`src/rtl/hilo_muldiv.sv`:
```
// HI/LO register file with a single-busy-cycle multiplier and a 32-step restoring divider.
// Results are written to HI/LO on the edge that closes the MUL or FIX cycle.
//
// state  | meaning
// S_IDLE | waiting for an issue; MTHI/MTLO write here without going busy
// S_MUL  | product of latched operands; write-back at this edge
// S_DIV  | one restoring step per cycle, 32 steps
// S_FIX  | sign correction (or divide-by-zero result); write-back at this edge
module hilo_muldiv (
  input  logic        clk,
  input  logic        resetn,
  input  logic        start,
  input  logic [2:0]  op,
  input  logic [31:0] src_a,
  input  logic [31:0] src_b,
  input  logic        flush,
  output logic        busy,
  output logic        done,
  output logic [31:0] hi,
  output logic [31:0] lo
);

  typedef enum logic [1:0] {S_IDLE, S_MUL, S_DIV, S_FIX} state_t;

  localparam logic [2:0] OP_MULT  = 3'd1;
  localparam logic [2:0] OP_MULTU = 3'd2;
  localparam logic [2:0] OP_DIV   = 3'd3;
  localparam logic [2:0] OP_DIVU  = 3'd4;
  localparam logic [2:0] OP_MTHI  = 3'd5;
  localparam logic [2:0] OP_MTLO  = 3'd6;

  state_t      state_q, state_d;
  logic [31:0] hi_q, hi_d;
  logic [31:0] lo_q, lo_d;
  logic [31:0] a_q, a_d;
  logic [31:0] b_q, b_d;
  logic [31:0] quot_q, quot_d;
  logic [31:0] rem_q, rem_d;
  logic [4:0]  cnt_q, cnt_d;
  logic        signed_q, signed_d;
  logic        qsign_q, qsign_d;
  logic        rsign_q, rsign_d;
  logic        dz_q, dz_d;

  logic [63:0] a_ext, b_ext, prod;
  logic [32:0] shifted;
  logic        trial_ge;
  logic [31:0] trial_diff;
  logic        div_signed;
  logic [31:0] mag_a, mag_b;

  // Low 64 bits of a 64x64 product of sign/zero-extended operands equal the true 32x32 product.
  assign a_ext = {{32{signed_q & a_q[31]}}, a_q};
  assign b_ext = {{32{signed_q & b_q[31]}}, b_q};
  assign prod  = a_ext * b_ext;

  // Divisor stays below 2^32, so the partial remainder always fits 32 bits after each step.
  assign shifted    = {rem_q, quot_q[31]};
  assign trial_ge   = shifted >= {1'b0, b_q};
  assign trial_diff = shifted[31:0] - b_q;

  assign div_signed = (op == OP_DIV);
  assign mag_a = (div_signed && src_a[31]) ? (~src_a + 32'd1) : src_a;
  assign mag_b = (div_signed && src_b[31]) ? (~src_b + 32'd1) : src_b;

  always_comb begin
    state_d  = state_q;
    hi_d     = hi_q;
    lo_d     = lo_q;
    a_d      = a_q;
    b_d      = b_q;
    quot_d   = quot_q;
    rem_d    = rem_q;
    cnt_d    = cnt_q;
    signed_d = signed_q;
    qsign_d  = qsign_q;
    rsign_d  = rsign_q;
    dz_d     = dz_q;
    done     = 1'b0;

    case (state_q)
      S_IDLE: begin
        if (start && !flush) begin
          case (op)
            OP_MTHI: hi_d = src_a;
            OP_MTLO: lo_d = src_a;
            OP_MULT, OP_MULTU: begin
              a_d      = src_a;
              b_d      = src_b;
              signed_d = (op == OP_MULT);
              state_d  = S_MUL;
            end
            OP_DIV, OP_DIVU: begin
              a_d     = src_a;
              b_d     = mag_b;
              quot_d  = mag_a;
              rem_d   = 32'd0;
              cnt_d   = 5'd0;
              qsign_d = div_signed & (src_a[31] ^ src_b[31]);
              rsign_d = div_signed & src_a[31];
              dz_d    = (src_b == 32'd0);
              state_d = S_DIV;
            end
            default: ;
          endcase
        end
      end
      S_MUL: begin
        done    = 1'b1;
        hi_d    = prod[63:32];
        lo_d    = prod[31:0];
        state_d = S_IDLE;
      end
      S_DIV: begin
        rem_d  = trial_ge ? trial_diff : shifted[31:0];
        quot_d = {quot_q[30:0], trial_ge};
        cnt_d  = cnt_q + 5'd1;
        if (cnt_q == 5'd31) state_d = S_FIX;
      end
      S_FIX: begin
        done = 1'b1;
        if (dz_q) begin
          lo_d = 32'hFFFF_FFFF;
          hi_d = a_q;
        end else begin
          lo_d = qsign_q ? (~quot_q + 32'd1) : quot_q;
          hi_d = rsign_q ? (~rem_q + 32'd1) : rem_q;
        end
        state_d = S_IDLE;
      end
      default: state_d = S_IDLE;
    endcase

    // A kill discards any pending write-back, including an issue in the same cycle.
    if (flush) begin
      state_d = S_IDLE;
      cnt_d   = 5'd0;
      hi_d    = hi_q;
      lo_d    = lo_q;
    end
  end

  always_ff @(posedge clk) begin
    if (!resetn) begin
      state_q  <= S_IDLE;
      hi_q     <= 32'd0;
      lo_q     <= 32'd0;
      a_q      <= 32'd0;
      b_q      <= 32'd0;
      quot_q   <= 32'd0;
      rem_q    <= 32'd0;
      cnt_q    <= 5'd0;
      signed_q <= 1'b0;
      qsign_q  <= 1'b0;
      rsign_q  <= 1'b0;
      dz_q     <= 1'b0;
    end else begin
      state_q  <= state_d;
      hi_q     <= hi_d;
      lo_q     <= lo_d;
      a_q      <= a_d;
      b_q      <= b_d;
      quot_q   <= quot_d;
      rem_q    <= rem_d;
      cnt_q    <= cnt_d;
      signed_q <= signed_d;
      qsign_q  <= qsign_d;
      rsign_q  <= rsign_d;
      dz_q     <= dz_d;
    end
  end

  assign busy = (state_q != S_IDLE);
  assign hi   = hi_q;
  assign lo   = lo_q;

endmodule

```
`config.mk`:
```
export PLATFORM = sky130hd
export DESIGN_NAME = hilo_muldiv
export DESIGN_NICKNAME = d
export VERILOG_FILES = /design/src/rtl/hilo_muldiv.sv
export SDC_FILE = /design/constraint.sdc
export NUM_CORES = 2
export LEC_CHECK = 0
export BUFFER_PORTS_ARGS = -buffer_cell sky130_fd_sc_hd__buf_2
export CAP_MARGIN = 20
export CORE_ASPECT_RATIO = 2
export CORE_UTILIZATION = 40
export CTS_BUF_LIST = sky130_fd_sc_hd__clkbuf_4 sky130_fd_sc_hd__clkbuf_8
export CTS_CLUSTER_SIZE = 20
export DETAILED_ROUTE_END_ITERATION = 7
export HOLD_SLACK_MARGIN = 0.12
export PLACE_DENSITY_LB_ADDON = 0.12
export SYNTH_ARGS = -nofsm -noshare
export SYNTH_HDL_FRONTEND = slang
export SYNTH_SLANG_ARGS = --single-unit
```
`constraint.sdc`:
```
create_clock -name clk -period 15.6 [get_ports clk]
set_input_delay 0.78 -clock clk [delete_from_list [all_inputs] [get_ports clk]]
set_output_delay 0.78 -clock clk [all_outputs]
set_load 0.02 [all_outputs]
```
; ---- Word level (Yosys, flattened, before mapping)
; Cells that the tools add are included.
[classes]
n_addsub = 6
multipliers = 1
n_div = 0
magnitude_cmp = 1
eq_ne = 16
shift = 0
muxes = 28
bitwise_logic = 11
reduce_logical = 23
[op_table]
columns = cell, count
row1 = $mux W32, 15
row2 = $pmux W32 S2, 3
row3 = $pmux W32 S3, 2
row4 = $add A32 B1 Y32 const B, 4
row5 = $not A32 Y32, 4
row6 = $mul A33 B33 Y64, 1
row7 = $ge A33 B32 Y1, 1
row8 = $logic_not A32 Y1, 1
row9 = $sub A32 B32 Y32, 1
row10 = $reduce_and A3 Y1, 6
row11 = $mux W5, 2
row12 = $pmux W5 S2, 1
row13 = $eq A3 B3 Y1 const B, 3
row14 = $reduce_and A4 Y1, 2
row15 = $reduce_or A2 Y1, 4
row16 = $eq A3 B2 Y1 const B, 2
row17 = $ne A2 B1 Y1 const B, 3
row18 = $pmux W2 S3, 1
row19 = $reduce_bool A2 Y1, 3
row20 = $add A5 B1 Y5 const B, 1
row21 = $eq A5 B5 Y1 const B, 1
row22 = $and A1 B1 Y1, 4
row23 = $eq A2 B2 Y1 const B, 2
row24 = $mux W2, 2
row25 = other kinds (13), 17
[word_totals]
reg_bits = 203
latch_bits = 0
mem_bits_rw = 0
mem_bits_ro = 0
in_bits = 71
word_cells = 98
mem_count = 0

; ---- Longest topological paths before layout
[logic_depth]
ltp_word = 6
mapped_depth = 30
mapped_depth_nobuf = 27

; ---- Worst setup path before layout
; No wires, ideal clock.
[synth_timing]
kind = flip-flop to flip-flop
start = register a_q[31]
end = register hi_q[30], in the netlist hi[30]
arrival_ns = 7.932
required_time_ns = 15.481
setup_slack_ns = 7.549
stages_incl_launch_ff = 30
period_less_slack_ns = 8.051
path_cell_list = dfxtp_1 clkbuf_1 and2_1 clkbuf_1 nand2_1 inv_1 fa_1 inv_1 fa_1 inv_1 fa_1 fa_1 inv_1 fa_1 inv_1 fa_1 inv_1 fa_1 fa_1 inv_1 ha_1 clkbuf_1 nand3_1 or3_1 a211oi_1 o31ai_2 nand3_1 a21boi_0 mux2i_1 o221a_2
[synth_via]
elab_chain_cells = 3
[synth_rtl]
columns = element, line
row1 = "start, declared", 35  ; logic [31:0] a_q, a_d;
row2 = "start signal, assigned", 148  ; a_q <= 32'd0;
row3 = "start signal, assigned", 161  ; a_q <= a_d;
row4 = $and A1 B1 Y1, 53  ; assign a_ext = {{32{signed_q & a_q[31]}}, a_q};
row5 = $mul A33 B33 Y64 *, 55  ; assign prod = a_ext * b_ext;
row6 = $pmux W32 S3 *, 81  ; case (state_q)
row7 = "end signal, assigned", 159  ; hi_q <= hi_d;
row8 = "end, declared", 33  ; logic [31:0] hi_q, hi_d;
; Every way passes the cells marked *; elsewhere a longest branch is shown, timed or not.
; A chain may end at the register's enable or synchronous reset.

; ---- Worst setup path after layout
[layout_timing]
start = register signed_q
end = register hi_q[21], in the netlist hi[21]
[layout_via]
elab_chain_cells = 3
[layout_rtl]
columns = element, line
row1 = "start, declared", 40  ; logic signed_q, signed_d;
row2 = "start signal, assigned", 166  ; signed_q <= signed_d;
row3 = $and A1 B1 Y1 (on tied branches), "53, 54"
row4 = $mul A33 B33 Y64 *, 55
row5 = $pmux W32 S3 *, 81
; Marks and branches as above.

==> run_results.csv <==
group,metric,value,unit
yosys,syn_nets,7485,
setup_path,crit_path_start,"signed_q$_SDFFE_PN0P_",
floorplan,start_util,40.3,%
yosys,synth_cells,6038,
drt,ant_nets,0,
setup_path,worstReg2RegStart,"signed_q$_SDFFE_PN0P_",
yosys,yosysSeqAreaShare,7.87,%
sta,finalClockSkew,0.0303,ns
drt,first_iter_violations,2193,
setup_path,path_buf_inv,8,
grt,grt_overflow,0,
yosys,ys.flop_type,"dfxtp_1",
power,p_per_area,33.6,mW/mm2
layout,fin_cells,7624,
setup_path,cp-end-kind,"register",
setup_path,rrSetupSlack,6.29,ns
clock_network,cts_buffers,34,
sta,final_max_slew_viol_count,0,
sta,tns,0,ns
sta,fmax,107,MHz
setup_path,rr_endpoint,"hi[21]$_SDFFE_PN0P_",
setup_path,slowest_delay,0.85,ns
floorplan,rows,186,
setup_path,critPathMaxFanout,23,
placement,dp_hpwl,144,mm
yosys,synth_area,0.0517,mm2
placement,dp_cells,7559,
drt,wl_per_cell,23.7,um
clock_network,htreeDepth,2,
setup_path,crit_end,"hi[21]$_SDFFE_PN0P_",
setup_path,rr_worst_depth,26,
clock_network,post_cts_buffers,0,
power,power_leakage,26.0,nW
setup_path,cp.depth,26,
grt,antenna_found_initial,11,
sta,maxSlewHeadroom,30.9,%
clock_network,root_buffer,"clkbuf_8",
clock_network,cts_buffer_depth,3,
yosys,async_flop_share,0,%
floorplan,dieArea,0.131,mm2
setup_path,cp_slowest_cell,"fa_1",
yosys,synth_edf_count,0,
floorplan,die_x,256,um
drt,finalWirelength,181,mm
layout,layout-drive-gt1-share,5.72,%
drt,avgViaCountPerCell,5.47,
grt,grt_pass1_vias,46000,
sta,tightest_slew,1.03,ns
drt,drc,0,
grt,gr-usage-all-layers,28.3,%
setup_path,start_kind,"register",
yosys,ys_types,82,
placement,gp_congestion,0.943,
placement,io_buffer_count,136,
grt,grt_max_degree,83,
drt,firstDrtPassIters,6,
clock_network,cts.sinks,203,
job,maxCapViolCount,0,
yosys,synth.avg_cell_area,8.56,um2
setup_path,cp_top_family,"adder cells",
drt,vias,41700,
outcome,status,"finished clean",
sta,rsz0062_at_grt,"no",
grt,grt_pass1_wl,277,mm
sta,hold_viol_final,0,
clock_network,cts_tree,"yes",
setup_path,cp.arrival,9.76,ns
sta,fin_crit,9.31,ns
power,vdd_drop_max,0.0824,mV
floorplan,fp.coreArea,0.128,mm2
clock_network,clkTransAtPathRegs,0.07,ns
clock_network,ctsResizeCount,0,
min_path,hold_class,"in -> reg",
layout,nets,7351,
yosys,synth-seq-cells,203,
clock_network,holdBufCountCts,0,
floorplan,die_h,510,um
floorplan,num_io_pins,137,
yosys,yosys_warnings,0,
clock_network,insertion_delay,0.61,ns
setup_path,worstPathRequired,16.05,ns
setup_path,critical_path_class,"reg -> reg",
sta,min_period_over_period,59.7,%
layout,syn2layout_area_growth,5.49,%
setup_path,cp_common_cell,"fa_1",
sta,setup_violations,0,
layout make-up:
class,instances,area (um2)
multi-input combinational,4238,41600
clock buffer,52,666
tap,1692,2120
antenna,4,10.0
clock inverter,8,120
inverter,1196,4490
fill,12900,73700
timing repair buffer,231,1410
sequential,203,4070
through the flow:
stage	total power [W]	instance area [um2]	util [%]	hold WS (ns)	setup slack (ns)
after floorplan	0.000976	51700	-	0.472	7.55
after global placement	0.00125	53700	41.8	0.452	6.03
after detailed placement	0.00125	53700	41.9	0.458	6.31
after CTS	0.00184	54500	42.5	0.438	6.26
after global routing	0.00191	54500	42.5	0.477	5.72
final	0.00183	54500	42.5	0.461	6.29
cell usage after synthesis, types with 9 or more instances:
cell type / number / area, um2
a211oi_1: 39 / 293
a21boi_0: 45 / 338
a21o_1: 40 / 300
a21oi_1: 187 / 936
a22oi_1: 11 / 82.6
a31oi_1: 35 / 219
a32oi_1: 10 / 87.6
and2_1: 367 / 2300
and3_1: 36 / 225
clkbuf_1: 386 / 1450
dfxtp_1: 203 / 4060
fa_1: 1126 / 22500
ha_1: 250 / 3130
inv_1: 1195 / 4490
mux2i_1: 20 / 200
nand2_1: 984 / 3690
nand2b_1: 12 / 75.1
nand3_1: 62 / 310
nand4_1: 24 / 150
nor2_1: 154 / 578
nor2b_1: 36 / 225
nor3_1: 40 / 200
nor4_1: 12 / 75.1
o2111ai_1: 9 / 78.8
o211a_1: 32 / 320
o211ai_1: 29 / 218
o21a_1: 16 / 120
o21ai_0: 220 / 1100
o21bai_1: 15 / 113
o221ai_1: 10 / 87.6
o31ai_1: 35 / 263
o41ai_1: 12 / 105
or2_2: 14 / 87.6
or3_1: 26 / 163
or4_1: 11 / 82.6
xnor2_1: 113 / 990
xor2_1: 86 / 753
state kept, by name, summed over array words and instances (netlist names):
signal	count
lo	32
dz_q	1
rsign_q	1
signed_q	1
quot_q	32
qsign_q	1
a_q	32
rem_q	32
hi	32
cnt_q	5
state_q	2
b_q	32
placed cells by master (no fill, tap or decap), drive strengths merged, types with 14 or more instances in the layout:
| cell type | n |
|---|---|
| ha | 250 |
| a211oi | 39 |
| nand3 | 62 |
| nor2 | 154 |
| a21o | 40 |
| o21ai | 225 |
| o31ai | 39 |
| or2 | 15 |
| dfxtp | 203 |
| a21boi | 45 |
| buf | 231 |
| mux2i | 20 |
| xnor2 | 113 |
| or4 | 14 |
| a21oi | 187 |
| nand4 | 24 |
| o21bai | 15 |
| clkbuf | 52 |
| a31oi | 35 |
| o211a | 32 |
| nor2b | 36 |
| inv | 1195 |
| o211ai | 29 |
| o21a | 16 |
| nor3 | 40 |
| fa | 1126 |
| xor2 | 86 |
| and2 | 368 |
| nand2 | 984 |
| nor4 | 16 |
| or3 | 28 |
| and3 | 36 |
worst min path at each step:
| stage | end | from | depth (start not counted) |
|---|---|---|---|
| 2_1_floorplan | quot_q[21]$_SDFFE_PN0P_ | quot_q[21]$_SDFFE_PN0P_ | 2 |
| 3_3_place_gp | a_q[29]$_SDFFE_PN0P_ | a_q[29]$_SDFFE_PN0P_ | 2 |
| 3_5_place_dp | lo[0]$_SDFFE_PN0P_ | lo[0]$_SDFFE_PN0P_ | 2 |
| 4_1_cts | b_q[0]$_SDFFE_PN0P_ | src_b[0] | 3 |
| 5_1_grt | b_q[0]$_SDFFE_PN0P_ | src_b[0] | 3 |
| 6_report | b_q[0]$_SDFFE_PN0P_ | src_b[0] | 3 |
logic make-up (layout without fill, tap and decap cells):
kind of cell | after synthesis | count (layout) | synth area share, %
AND/OR/NAND/NOR | 1813 | 1813 | 16.5
multiplexers | 21 | 21 | 0.409
XOR/XNOR | 199 | 199 | 3.37
buffers and inverters | 1597 | 1487 | 11.6
AO/OA/AOI/OAI | 829 | 829 | 10.5
other | 0 | 4 | 0
adder cells (fa/ha/maj) | 1376 | 1376 | 49.7
flip-flops | 203 | 203 | 7.87
metal layers:
layer | vias up | GRT usage, % | share of wire, %
li1 | 18200 | - | -
met1 | 21700 | 28.9 | 34
met2 | 1294 | 55.1 | 55
met3 | 492 | 2.11 | 3.9
met4 | 4 | 17.9 | 7.1
met5 | - | 0 | 0.013
power by group:
part           internal, W  switching [W]  leakage [nW]  total [W]
registers         0.000534      0.0000183          1.65   0.000552
logic             0.000208       0.000479          24.0   0.000688
clock network     0.000323       0.000269         0.408   0.000592
total              0.00106       0.000767          26.0    0.00183
worst min-delay path: stages:
cell and delay (ns):
buf_2 0.12, nand2_1 0.05, a21boi_0 0.06
No activity file was read; power rests on OpenSTA's default activity.
